[src/rtl/piso_serializer_pkg.sv]
// rtl/piso_serializer_pkg.sv - shared state type and counter-width helper for the serializer
package piso_pkg;

  typedef enum logic [1:0] {
    ST_IDLE  = 2'd0,
    ST_SHIFT = 2'd1,
    ST_GAP   = 2'd2
  } state_e;

  // Width of a counter that must hold values 0..n-1, never narrower than one bit
  function automatic int cnt_width(input int n);
    int w;
    w = $clog2(n);
    return (w < 1) ? 1 : w;
  endfunction

endpackage

[src/rtl/piso_serializer_if.sv]
// rtl/piso_serializer_if.sv - parallel word handshake in, serial bit stream and strobes out
interface piso_serializer_if #(
  parameter int DATA_W = 4
);
  logic [DATA_W-1:0] in_data;
  logic              in_valid;
  logic              in_ready;
  logic              ser_out;
  logic              ser_valid;
  logic              ser_first;
  logic              ser_last;
  logic              busy;

  modport master (
    output in_data, in_valid,
    input  in_ready, ser_out, ser_valid, ser_first, ser_last, busy
  );

  modport slave (
    input  in_data, in_valid,
    output in_ready, ser_out, ser_valid, ser_first, ser_last, busy
  );
endinterface

[src/rtl/piso_serializer_mod_counter.sv]
// rtl/piso_serializer_mod_counter.sv - modulo-N up-counter with sync clear, enable and wrap flag
module mod_counter
  import piso_pkg::*;
#(
  parameter int N = 4,
  parameter int W = cnt_width(N)
) (
  input  logic         clk,
  input  logic         reset,
  input  logic         clr_i,
  input  logic         en_i,
  output logic [W-1:0] cnt_o,
  output logic         wrap_o
);

  logic [W-1:0] cnt_q;
  logic [W-1:0] cnt_d;

  assign wrap_o = (cnt_q == W'(N - 1));
  assign cnt_o  = cnt_q;

  always_comb begin
    cnt_d = cnt_q;
    if (clr_i) begin
      cnt_d = '0;
    end else if (en_i) begin
      cnt_d = wrap_o ? '0 : cnt_q + 1'b1;
    end
  end

  always_ff @(posedge clk) begin
    if (reset) begin
      cnt_q <= '0;
    end else begin
      cnt_q <= cnt_d;
    end
  end

endmodule

[src/rtl/piso_serializer.sv]
// rtl/piso_serializer.sv - parallel-in serial-out stage with qualifier/framing strobes and optional inter-word gap
module piso_serializer
  import piso_pkg::*;
#(
  parameter int DATA_W     = 4,
  parameter bit MSB_FIRST  = 1'b1,
  parameter int GAP_CYCLES = 0,
  parameter bit IDLE_LEVEL = 1'b0
) (
  input  logic             clk,
  input  logic             reset,
  piso_serializer_if.slave bus
);

  localparam logic [1:0] S_IDLE  = ST_IDLE;
  localparam logic [1:0] S_SHIFT = ST_SHIFT;
  localparam logic [1:0] S_GAP   = ST_GAP;

  localparam int BW = cnt_width(DATA_W);
  localparam int GN = (GAP_CYCLES > 0) ? GAP_CYCLES : 1;
  localparam int GW = cnt_width(GAP_CYCLES + 1);

  logic [1:0]        state_q, state_d;
  logic [DATA_W-1:0] shreg_q, shreg_d;
  logic              ser_out_q, ser_out_d;
  logic              ser_valid_q, ser_valid_d;
  logic              ser_first_q, ser_first_d;
  logic              ser_last_q, ser_last_d;

  logic [BW-1:0]     bit_cnt;
  logic              bit_wrap;
  logic [GW-1:0]     gap_cnt;
  logic              gap_wrap;
  logic              in_shift, in_gap;
  logic              in_ready, accept;

  // The bit currently presented always sits at the outgoing end of shreg
  function automatic logic head(input logic [DATA_W-1:0] v);
    return MSB_FIRST ? v[DATA_W-1] : v[0];
  endfunction

  function automatic logic [DATA_W-1:0] advance(input logic [DATA_W-1:0] v);
    return MSB_FIRST ? {v[DATA_W-2:0], 1'b0} : {1'b0, v[DATA_W-1:1]};
  endfunction

  assign in_shift = (state_q == S_SHIFT);
  assign in_gap   = (state_q == S_GAP);

  // Ready depends only on state and counters, never on in_valid
  always_comb begin
    in_ready = 1'b0;
    if (!reset) begin
      case (state_q)
        S_IDLE:  in_ready = 1'b1;
        S_SHIFT: in_ready = bit_wrap && (GAP_CYCLES == 0);
        S_GAP:   in_ready = (gap_cnt == GW'(GN - 1));
        default: in_ready = 1'b0;
      endcase
    end
  end

  assign accept = bus.in_valid && in_ready;

  mod_counter #(.N(DATA_W), .W(BW)) u_bit_cnt (
    .clk    (clk),
    .reset  (reset),
    .clr_i  (accept),
    .en_i   (in_shift),
    .cnt_o  (bit_cnt),
    .wrap_o (bit_wrap)
  );

  mod_counter #(.N(GN), .W(GW)) u_gap_cnt (
    .clk    (clk),
    .reset  (reset),
    .clr_i  (!in_gap),
    .en_i   (in_gap),
    .cnt_o  (gap_cnt),
    .wrap_o (gap_wrap)
  );

  always_comb begin
    state_d = state_q;
    shreg_d = shreg_q;
    case (state_q)
      S_IDLE: begin
        if (accept) state_d = S_SHIFT;
      end
      S_SHIFT: begin
        shreg_d = advance(shreg_q);
        if (bit_wrap) begin
          if (GAP_CYCLES > 0) state_d = S_GAP;
          else                state_d = accept ? S_SHIFT : S_IDLE;
        end
      end
      S_GAP: begin
        if (gap_wrap) state_d = accept ? S_SHIFT : S_IDLE;
      end
      default: state_d = S_IDLE;
    endcase
    if (accept) shreg_d = bus.in_data;

    // Outputs are precomputed from next state so they leave straight from flops
    ser_valid_d = (state_d == S_SHIFT);
    ser_out_d   = ser_valid_d ? head(shreg_d) : IDLE_LEVEL;
    ser_first_d = accept;
    ser_last_d  = in_shift && (bit_cnt == BW'(DATA_W - 2));
  end

  always_ff @(posedge clk) begin
    if (reset) begin
      state_q     <= S_IDLE;
      shreg_q     <= '0;
      ser_out_q   <= IDLE_LEVEL;
      ser_valid_q <= 1'b0;
      ser_first_q <= 1'b0;
      ser_last_q  <= 1'b0;
    end else begin
      state_q     <= state_d;
      shreg_q     <= shreg_d;
      ser_out_q   <= ser_out_d;
      ser_valid_q <= ser_valid_d;
      ser_first_q <= ser_first_d;
      ser_last_q  <= ser_last_d;
    end
  end

  assign bus.in_ready  = in_ready;
  assign bus.ser_out   = ser_out_q;
  assign bus.ser_valid = ser_valid_q;
  assign bus.ser_first = ser_first_q;
  assign bus.ser_last  = ser_last_q;
  assign bus.busy      = (state_q != S_IDLE);

endmodule

[src/flat_wrapper.sv]
// flat-port wrapper written by rule: the top's interface ports become plain ports
module piso_serializer_flat import piso_pkg::*;
#(
  parameter int DATA_W     = 4,
  parameter bit MSB_FIRST  = 1'b1,
  parameter int GAP_CYCLES = 0,
  parameter bit IDLE_LEVEL = 1'b0
)
  (clk, reset, bus_in_data, bus_in_valid, bus_in_ready, bus_ser_out, bus_ser_valid, bus_ser_first, bus_ser_last, bus_busy);
  piso_serializer_if #(.DATA_W(DATA_W)) bus_i ();
  input  logic clk;
  input  logic reset;
  input wire logic [$bits(bus_i.in_data)-1:0] bus_in_data;
  input wire logic [$bits(bus_i.in_valid)-1:0] bus_in_valid;
  output wire logic [$bits(bus_i.in_ready)-1:0] bus_in_ready;
  output wire logic [$bits(bus_i.ser_out)-1:0] bus_ser_out;
  output wire logic [$bits(bus_i.ser_valid)-1:0] bus_ser_valid;
  output wire logic [$bits(bus_i.ser_first)-1:0] bus_ser_first;
  output wire logic [$bits(bus_i.ser_last)-1:0] bus_ser_last;
  output wire logic [$bits(bus_i.busy)-1:0] bus_busy;
  assign bus_i.in_data = bus_in_data;
  assign bus_i.in_valid = bus_in_valid;
  assign bus_in_ready = bus_i.in_ready;
  assign bus_ser_out = bus_i.ser_out;
  assign bus_ser_valid = bus_i.ser_valid;
  assign bus_ser_first = bus_i.ser_first;
  assign bus_ser_last = bus_i.ser_last;
  assign bus_busy = bus_i.busy;
  piso_serializer #(.DATA_W(DATA_W), .MSB_FIRST(MSB_FIRST), .GAP_CYCLES(GAP_CYCLES), .IDLE_LEVEL(IDLE_LEVEL)) u_core (.clk(clk), .reset(reset), .bus(bus_i));
endmodule
[config.mk]
export PLATFORM = sky130hd
export DESIGN_NAME = piso_serializer_flat
export DESIGN_NICKNAME = d
export VERILOG_FILES = /design/src/rtl/piso_serializer_pkg.sv /design/src/rtl/piso_serializer_if.sv /design/src/rtl/piso_serializer_mod_counter.sv /design/src/rtl/piso_serializer.sv /design/src/flat_wrapper.sv
export SDC_FILE = /design/constraint.sdc
export NUM_CORES = 1
export LEC_CHECK = 0
export CAP_MARGIN = 20
export CORE_AREA = 2 2 39 41
export DETAILED_ROUTE_END_ITERATION = 12
export DIE_AREA = 0 0 41 43
export PLACE_DENSITY = 0.75
export SYNTH_ARGS = -nofsm -noshare
export SYNTH_HDL_FRONTEND = slang
export SYNTH_SLANG_ARGS = --single-unit
[constraint.sdc]
create_clock -name clk -period 2 [get_ports clk]
set_clock_uncertainty 0.05 [all_clocks]
set_input_delay 0.4 -clock clk [delete_from_list [all_inputs] [get_ports clk]]
set_output_delay 0.4 -clock clk [all_outputs]
set_load 0.01 [all_outputs]
==> results of run 1 <==
[routing by layer]
| layer | routed length (um) | vias to the layer above |
|---|---|---|
| li1 | - | 219 |
| met1 | 435 | 204 |
| met2 | 535 | 11 |
| met3 | 33 | 5 |
| met4 | 43 | 0 |
| met5 | 0 | - |
[power by group]
part	switching, mW	internal [mW]
registers	0.0109	0.277
clock network	0.0860	0.0775
logic	0.0499	0.0610
total	0.147	0.416
[path summary, 6_finish.rpt]
path / from / end / slack [ps] / depth (start not counted)
setup / recovery: reset / bus_in_ready / 100 / 4
hold / removal: u_core.shreg_q[0]$_SDFFE_PP0P_ / u_core.shreg_q[0]$_SDFFE_PP0P_ / 440 / 2
setup reg to reg: u_core.u_bit_cnt.cnt_o[0]$_SDFFE_PP0N_ / u_core.bus.ser_out$_SDFF_PP0_ / 310 / 6
hold reg to reg: u_core.shreg_q[0]$_SDFFE_PP0P_ / u_core.shreg_q[0]$_SDFFE_PP0P_ / 440 / 2
[flip-flops by register name, summed over array words and instances (netlist names)]
| name | count |
|---|---|
| u_core.state_q | 2 |
| u_core.shreg_q | 4 |
| u_core.bus.ser_valid | 1 |
| u_core.u_bit_cnt.cnt_o | 2 |
| u_core.u_gap_cnt.cnt_o | 1 |
| u_core.bus.ser_first | 1 |
| u_core.bus.ser_last | 1 |
| u_core.bus.ser_out | 1 |
[timing repair]
action	CTS	global route
hold buffers	0	0
setup endpoints to repair	1	1
gates resized for setup	4	1
gates cloned	0	0
[layout make-up]
cell class              instances  area [um^2]
clock buffers                   4        26.28
well taps                      16        20.02
flip-flops and latches         13        261.5
multi-input cells              36        304.0
repair buffers                 15        137.6
inverters                       1        3.754
fillers                       134        630.6
[worst max-delay path: stages]
cell and delay (ps):
clkdlybuf4s50_1 420, or3_4 380, o31ai_4 70, buf_2 170
[cell usage after synthesis]
cell and number:
and2_1 1, ha_1 2, and2b_4 1, dfxtp_1 13, nor3_1 2, o21bai_1 1, clkbuf_2 1, a21oi_1 3
or3_4 1, buf_6 2, inv_1 1, nor2_1 2, or2_2 1, and3b_1 1, o31ai_4 1, nand3b_1 2
a2111oi_4 1, and2b_2 1, nand3_1 3, nand2b_1 1, mux2i_1 2, nand2_1 1, o21ai_2 1, a221oi_2 1
o31ai_1 2, nor3b_1 2, conb_1 1, and2_4 1, and4bb_2 1
[per-stage QoR]
step | utilization | std cells | setup TNS [ps]
global route | 0.5443 | 85 | 0
CTS | 0.5488 | 85 | 0
finish | 0.5443 | 85 | 0
global placement | 0.5280 | 81 | -309.8
detailed placement | 0.5280 | 81 | -302.0
floorplan | - | 53 | 0
[logic make-up after synthesis]
| group | after synthesis | synth area share |
|---|---|---|
| simple gates | 21 | 0.2437 |
| flops | 13 | 0.4370 |
| compound gates | 10 | 0.1849 |
| buf+inv | 4 | 0.05250 |
| mux | 2 | 0.03361 |
| fa+ha+maj | 2 | 0.04201 |
| other cells | 1 | 0.006296 |
==> metrics list, run 1 <==
- From left edge to right edge, the die measures 41 um.
- The setup path with the least slack is of type input port to primary output.
- The number of global-route vias before repair is 396.
- CTS Buffer Depth: 2
- Synthesis handed over a netlist of 53 instances.
- The worst setup path is launched from an input port.
- Crit path setup slack, layout: 100.9 ps
- For this run, the total global-route usage over all layers was measured as 0.1460.
- Wire per inst: 12.32 um
- Critical Path Sink Type: primary output
- Met3 track utilization from global routing: 0.03141
- Setup repair after global routing left no endpoint under its margin.
* Initial antenna violation count: 0
- Area of all placed cells without fillers: 753.2 um^2
- Final-report hold violation count: 0
* Effective utilization at floorplan: 0.4304
- Data arrives at the worst endpoint at 1450 ps.
* Overflow after GRT: 0
* Final critical path time including I/O delays and setup: 1899 ps
- Standard cell area after detailed placement: 730.7 um^2
- dfxtp_1 takes more of the synthesized area than any other cell.
* Global routing usage on met2: 0.2063
* Iteration-0 DRC Markers: 0
- Minimum setup slack after placement: -302.0 ps
* Total I/O pin count: 13
- The min-delay analysis places its worst path in the category flip-flop to flip-flop.
- Area growth syn-to-layout: 26.47%
- Highest Clock Rate: 0.5266 GHz
- TritonCTS built the clock tree.
- The library cell used most frequently in the layout, excluding fill and tap cells, is dfxtp_1.
* Seq cells post-synth: 13
- H-tree Lvls: 1
- Highest fanout seen on the critical path: 2
* Netlist cell types: 29
* Share of the synthesized area in the top cell type: 0.4370
- Of the cells placed in the final design, the portion with a size suffix greater than 1 is 0.2609.
* Die boundary height: 43 um
- Entering global routing, the biggest net connects 11 pins.
- Once detail routing completed, the nets flagged for antenna violations numbered 0.
- Clock-pin slew reported for the worst setup and hold paths after clock tree synthesis: 80 ps
- The routed design has 1.047 mm of wire.
* Total Power Consumption: 562.6 uW
- Routability Congestion: 0.7319
- Pins over their slew limit: 0
- The repair_antennas step left the layout with diodes totalling 0.
- Across the run, the number of max-cap violations was 0.
- In the layout the commonest cells are dfxtp_1, clkdlybuf4s50_1.
* Required time of the critical path: 1550 ps
- For this run, global-route usage on met1 was measured as 0.1794.
- Wire length of the first global-routing pass: 1.635 mm
- Using the TritonRoute via totals, the vias-per-cell ratio works out to 5.165.
- Setup violations remaining at the end of the flow were counted as 0.
- Post-synthesis instance area: 595.6 um^2
* IR Drop Worst-Case VDD: 0.0004469 V
- The clock reaches the later pin of the worst-skew pair after 280 ps.
- The clock drives 13 sinks.
- Total via count in the routed design: 439
- Dividing total power by cell area gives a power density of 746.9 nW/um^2.
* Total iterations of the first detailed-routing run: 1
* Leakage dissipation: 0.2954 nW
- The core region is 1384 um^2.
* DRC violations left: 0
* Syn_area_per_cell: 11.24 um^2
* YS warnings: 0
- CTS placed an instance of clkbuf_4 at the clock tree root.
- The flow ran to the end, and the final reports show no timing, DRC or antenna violations.
* Count of input and output buffers: 12
- Inserted Clock Buffers: 3
- met2 is the most crowded layer.
- Setup repair bufs after CTS: 0
- Ranked by total cell area, the synthesized netlist is headed by dfxtp_1, a2111oi_4, ha_1.
- Counting every net in the synthesized netlist gives 62.
* Total number of placement rows: 14
- Sequential cell area fraction in the yosys report: 0.4370
* Detailed-placement wirelength estimate: 786.2 um
- Tcrit/Tclk final: 0.9496
* Final-layout worst hold slack: 444.8 ps
- For this run, the post-layout net count is 79.
- DIE AREA: 1763 um^2
No activity file was read; power rests on OpenSTA's default activity.
==> inputs of run 2 (changes only) <==
SLEW_MARGIN = 20   (was not set)
==> results of run 2 <==
No change in the layout: final DEF, timing and power equal those of run 1.
